**src/rtl/shifter_pkg.sv**
```systemverilog
// Shared types and sizing for the datapath barrel shifter.
package shifter_pkg;

    localparam int WIDTH = 16;
    localparam int SHW   = $clog2(WIDTH);

    typedef enum logic {
        SH_SRA = 1'b0,
        SH_SLL = 1'b1
    } shift_mode_e;

    typedef logic [WIDTH-1:0] word_t;

endpackage

```
**src/rtl/shifter_core.sv**
```systemverilog
// Combinational log-stage shift network: stage k moves the word by 2^k
// when shift_val[k] is set, in the direction chosen by mode.
module shifter_core
    import shifter_pkg::*;
(
    input  word_t            shift_in,
    input  logic [SHW-1:0]   shift_val,
    input  shift_mode_e      mode,
    output word_t            r
);

    // stg[0] is the operand, stg[SHW] the final result
    word_t stg [0:SHW];
    logic  sign;

    // SRA fill comes from the original operand's MSB; every right stage
    // preserves it, so taking it once up front is equivalent and shorter.
    assign sign   = shift_in[WIDTH-1];
    assign stg[0] = shift_in;

    for (genvar k = 0; k < SHW; k++) begin : g_stage
        localparam int S = 1 << k;
        word_t sll_w;
        word_t sra_w;

        // fixed-distance shifts are pure wiring; the mux is the only logic
        assign sll_w      = {stg[k][WIDTH-1-S:0], {S{1'b0}}};
        assign sra_w      = {{S{sign}}, stg[k][WIDTH-1:S]};
        assign stg[k+1]   = !shift_val[k]     ? stg[k] :
                            (mode == SH_SLL)  ? sll_w  : sra_w;
    end

    assign r = stg[SHW];

endmodule

```
**src/rtl/barrel_shifter.sv**
```systemverilog
// 16-bit SLL/SRA barrel shifter with a single enabled output register
// (fixed 1-cycle latency).
module barrel_shifter
    import shifter_pkg::*;
(
    input  logic              clk,
    input  logic              rst_n,
    input  logic              En,
    input  logic [WIDTH-1:0]  Shift_In,
    input  logic [SHW-1:0]    Shift_Val,
    input  logic              Mode,
    output logic [WIDTH-1:0]  Shift_Out
);

    // the stage network relies on every shift amount fitting in SHW bits
    if ((1 << SHW) != WIDTH) begin : g_width_check
        $error("barrel_shifter: WIDTH must be a power of two");
    end

    word_t r;

    shifter_core u_core (
        .shift_in  (Shift_In),
        .shift_val (Shift_Val),
        .mode      (shift_mode_e'(Mode)),
        .r         (r)
    );

    // output register: async clear dominates, En gates the load
    always_ff @(posedge clk or negedge rst_n) begin
        if (!rst_n)
            Shift_Out <= '0;
        else if (En)
            Shift_Out <= r;
    end

endmodule

```
**config.mk**
```make
export PLATFORM = sky130hd
export DESIGN_NAME = barrel_shifter
export DESIGN_NICKNAME = d
export VERILOG_FILES = /design/src/rtl/shifter_pkg.sv /design/src/rtl/shifter_core.sv /design/src/rtl/barrel_shifter.sv
export SDC_FILE = /design/constraint.sdc
export NUM_CORES = 1
export LEC_CHECK = 0
export ABC_CLOCK_PERIOD_IN_PS = 2600
export CAP_MARGIN = 20
export CORE_ASPECT_RATIO = 1.1
export CORE_MARGIN = 4
export CORE_UTILIZATION = 45
export CTS_CLUSTER_DIAMETER = 40
export DETAILED_ROUTE_END_ITERATION = 10
export PLACE_DENSITY = 0.7
export SLEW_MARGIN = 15
export SYNTH_ARGS = -nofsm -noshare
export SYNTH_HDL_FRONTEND = slang
export SYNTH_HIERARCHICAL = 1
export SYNTH_SLANG_ARGS = --single-unit
```
**constraint.sdc**
```tcl
create_clock -name clk -period 2.6 [get_ports clk]
set_clock_uncertainty 0.2 [all_clocks]
set_input_delay 0.26 -clock clk [delete_from_list [all_inputs] [get_ports clk]]
set_output_delay 0.26 -clock clk [all_outputs]
set_load 0.03 [all_outputs]
```
# Word level (Yosys, flattened, before mapping)
# Cells that the tools add are included.
[totals] regBits=16 out_inout_bits=16 word_cells=9
[op_classes] n_mux=8
[op_table] cell="two-way mux 16 bit" count=8

# Logic depth before layout (Yosys ltp)
[depth] ltp_word=8 mapped_depth=9 depth_no_buf=6

# By module
# Netlist, hierarchy kept.
[by_module_without_submodules] mod="shifter_core" instances=1 cells_each=225 area_each_um2=1564.0
[by_module_without_submodules] mod="barrel_shifter" instances=1 cells_each=34 area_each_um2=649.4

# Worst setup path after synthesis
# No wires, ideal clock.
[synth_timing] kind="input to register" startpoint="input port Mode" endpoint="register Shift_Out[4]" t_arrival_ps=1789 required_time_ps=2275 slack_ps=486 cell_stages=7 n_path_buf=1 cell_sequence="buf_6 -> mux2_1 -> mux4_2 -> nand2_1 -> o21ai_1 -> a221o_1 -> mux2_4"
[synth_between] elab_chain_cells=8
[synth_lines] item="start: declaration" line_no="barrel_shifter.sv:11" rtl="input logic Mode,"
[synth_lines] item="two-way mux 16 bit" line_no="shifter_core.sv:30" rtl="(mode == SH_SLL) ? sll_w : sra_w;"
[synth_lines] item="two-way mux 16 bit" line_no="shifter_core.sv:29" rtl="assign stg[k+1] = !shift_val[k] ? stg[k] :"
[synth_lines] item="two-way mux 16 bit" line_no="shifter_core.sv:30"
[synth_lines] item="two-way mux 16 bit" line_no="shifter_core.sv:29"
[synth_lines] item="two-way mux 16 bit" line_no="shifter_core.sv:30"
[synth_lines] item="two-way mux 16 bit" line_no="shifter_core.sv:29"
[synth_lines] item="two-way mux 16 bit" line_no="shifter_core.sv:30"
[synth_lines] item="two-way mux 16 bit (*)" line_no="shifter_core.sv:29"
[synth_lines] item="net r[4]" line_no="barrel_shifter.sv:20" rtl="word_t r;"
[synth_lines] item="end signal: assignment" line_no="barrel_shifter.sv:34" rtl="Shift_Out <= r;"
[synth_lines] item="end: declaration" line_no="barrel_shifter.sv:12" rtl="output logic [WIDTH-1:0] Shift_Out"
# Mark *: on every way through the listed nets, which the timed path passes. The rest lies on a longest branch.
# A chain may end at the register's enable or synchronous reset.

# Worst setup path after layout
[layout_timing] startpoint="input port Shift_Val[1]" endpoint="register Shift_Out[14]"
[layout_between] elab_chain_cells=5
[layout_lines] item="start: declaration" line_no="barrel_shifter.sv:10" rtl="input logic [SHW-1:0] Shift_Val,"
[layout_lines] item="two-way mux 16 bit (*)" line_no="shifter_core.sv:29"
[layout_lines] item="two-way mux 16 bit" line_no="shifter_core.sv:30"
[layout_lines] item="two-way mux 16 bit (*)" line_no="shifter_core.sv:29"
[layout_lines] item="two-way mux 16 bit" line_no="shifter_core.sv:30"
[layout_lines] item="two-way mux 16 bit (*)" line_no="shifter_core.sv:29"
[layout_lines] item="net r[14]" line_no="barrel_shifter.sv:20"
# Marked as above.

==> impl_results.md <==
- Num CTS Buffers: 3
- Grt ovf: 0
- Setup TNS: 0 ns
- Post-DP HPWL: 5.26 mm
- DR WL/cell: 18.0 microns
- Worst hold path class: input port to asynchronous set/reset pin
- Setup slack, reg-to-reg: 1.61 ns
- DR iter-0 viols: 355
- Number of enable flip-flop cells after synthesis: 0
- Register area: 400 sq um
- Post-CTS Setup Repair Bufs: 0
- Sequential area share after synthesis: 18.1%
- Vias in the first global route: 2141
- Skew-Pair Late Insertion Delay: 0.24 ns
- Clk pwr share: 19.0%
- Row count: 26
- Top_reg_cell synth: dfrtp_1
- Mapped Cells: 259
- Routed WL: 6.70 mm
- Max-cap viol count: 0
- CTS Sinks: 16
- Slew headroom: 42.9%
- Share of layout cells above drive strength 1: 22.7%
- Footprint of the multi-input gates: 0.00160 sq mm
- CP Capture Type: flop
- Yosys cell types: 51
- Min Tclk post-route: 2.39 ns
- Placeable Area: 0.00472 sq mm
- Avg Cell Area, Syn: 8.55 sq um
- Post-synthesis register bit count: 16
- Max Freq: 0.418 GHz
- Pin count of the biggest net entering global routing: 24
- Yosys Warn Count: 6
- Initial core utilization: 46.9%
- Synth Cell Area: 0.00221 sq mm
- Outcome: finished, final reports clean
- Worst EP arrival: 2.38 ns
- Width of the die: 74.9 microns
- Max reg flops: 16
- VDD IR max: 0.201 mV
- Post_cts resized: 0
- I/O pins: 40
- Setup CP Type: input port to flop
- Pwr dens: 405 mW/mm^2
- CTS tree: done
- Worst slew pin tran: 0.843 ns
- Biggest register: Shift_Out
- Fraction of registers with async set/reset: 100%
- DRC: 0
- Synth-to-Final Area Change: 29.3%
- Combinational power share: 54.1%
- TritonRoute pass-1 iters: 6
- Slew Limit Fails: 0
- Fill count: 416
- Port-buffer cells: 39
- Clk pin slew, worst setup/hold paths: 0.07 ns
- Seq pwr share: 26.9%
- Die ar.: 0.00611 sq mm
- Final Cell Area: 0.00286 sq mm
- Worst EP required: 2.59 ns
- Max Fanout on Critical Path: 18
- Final GP Congestion: 0.927
- Average vias per placed instance: 6.10
- RSZ-0062 raised after global routing: false
- Final hold vios: 0
- Pint: 727 uW
- Post-DP Area: 0.00281 sq mm
- Net Sw Power: 433 uW
- Leakage power: 1.24 nW
- Final-report setup violation count: 0
- Syn_nets: 283
- Antenna Nets Post-Route: 0
- Nets: 342
- H-tree depth: 1
- Vias: 2274
- Tcrit/Tclk final: 91.9%
- Top Registers: Shift_Out (16)
- Total track usage: 22.9%
- Clock root buffer: clkbuf_8
- Die Y-Extent: 81.6 microns
- CTS Buffer Depth: 2
- First-pass GRT wire length: 10.9 mm
- Sw Share: 37.3%
- Hold Buf Count CTS: 0
- CP Launch Type: input port
- Initial antenna violation count: 0
- Ant. Diodes: 0
==> cell usage in the layout, fill, tap and decap left out, types with 2 or more instances in the layout <==
master	count
o21ai_1	8
clkbuf_8	4
a21o_1	2
nor3_1	5
mux2_4	10
a311oi_1	7
mux2_1	4
o22ai_1	5
mux4_2	6
nand2_1	25
o22a_1	5
inv_1	12
mux2_2	8
a211oi_1	4
a31oi_1	2
a311oi_2	2
nand2b_1	12
o31ai_1	2
a2bb2oi_1	2
nor2_1	23
buf_4	36
o221ai_1	2
dfrtp_1	16
buf_12	2
a221oi_1	4
o21ai_0	8
nor2b_1	2
mux2i_1	23
a221o_1	2
clkdlybuf4s50_1	38
a21oi_1	17
==> cell usage after synthesis, types with 3 or more instances <==
cell type	count	share of area (%)
nand2b_1	12	3.4
o22ai_1	5	1.4
nor2_1	23	3.9
nor3_1	5	1.1
buf_2	7	1.6
o21ai_0	8	1.8
dfrtp_1	16	18
a21oi_1	17	3.8
mux4_2	6	6.1
buf_6	4	2.0
mux2i_1	23	10
o22a_1	5	2.0
clkbuf_1	6	1.0
mux2_2	8	4.1
buf_4	3	1.0
a311oi_1	7	2.8
a211oi_1	4	1.4
mux2_4	10	6.8
nand2_1	25	4.2
mux2_1	4	2.0
a221oi_1	4	1.6
o21ai_1	8	1.8
inv_1	12	2.0
==> routing by layer <==
| layer | up-vias | share of wire (%) | global-route usage (%) |
|---|---|---|---|
| met5 | - | 0 | 0 |
| met3 | 14 | 7.3 | 1.59 |
| li1 | 1097 | - | - |
| met2 | 117 | 47 | 37.9 |
| met4 | 0 | 2.1 | 6.76 |
| met1 | 1046 | 44 | 31.8 |
==> cells by family (layout without fill, tap and decap cells) <==
group,count (synthesis),count (layout),share of synthesized area (%)
AO/OA/AOI/OAI,85,85,27.9
buffers and inverters,35,93,9.84
flip-flops,16,16,18.1
multiplexers,51,51,29.4
AND/OR/NAND/NOR,72,72,14.8
==> stage by stage <==
stage,setup slack [ns],hold WS (ns),std cells,power (mW),utilization (%)
after floorplan,0.486,-0.236,259,0.699,-
after global placement,-0.00153,0.290,369,0.934,59.5
after detailed placement,0.0136,0.295,369,0.941,59.5
after CTS,0.276,0.279,373,1.17,60.7
after global routing,0.127,0.315,373,1.23,60.7
final,0.210,0.237,373,1.16,60.7
==> power groups by stage <==
stage          clock network (mW)  logic, mW  registers (mW)
4_1_cts                     0.229      0.625           0.313
2_1_floorplan                   0      0.302           0.397
3_3_place_gp                    0      0.619           0.315
3_5_place_dp                    0      0.624           0.317
6_report                    0.220      0.628           0.312
5_1_grt                     0.245      0.669           0.317
==> worst paths after layout <==
check | cells past startpoint | start | end
max reg2reg | 1 | Shift_Out[5] | Shift_Out[5]
max | 7 | Shift_Val[1] | Shift_Out[14]
min in group clk | 1 | Shift_Out[3] | Shift_Out[3]
max in group asynchronous | 1 | rst_n | Shift_Out[14]
min | 1 | rst_n | Shift_Out[9]
min reg2reg | 1 | Shift_Out[3] | Shift_Out[3]
==> final cells by class <==
type,instances,share of cell area (%)
clock buffer,4,1.92
inverter,12,1.57
multi-input combinational,208,55.7
sequential,16,14.0
tap,56,2.45
timing repair buffer,77,24.3
==> critical path, cell delays in order <==
cell and delay, ns:
clkdlybuf4s50_1 0.51, buf_12 0.17, nand2_1 0.09, o311ai_1 0.71, a2bb2oi_1 0.13, a221oi_1 0.31, mux2_4 0.19
Power figures use the tool's default switching activity.
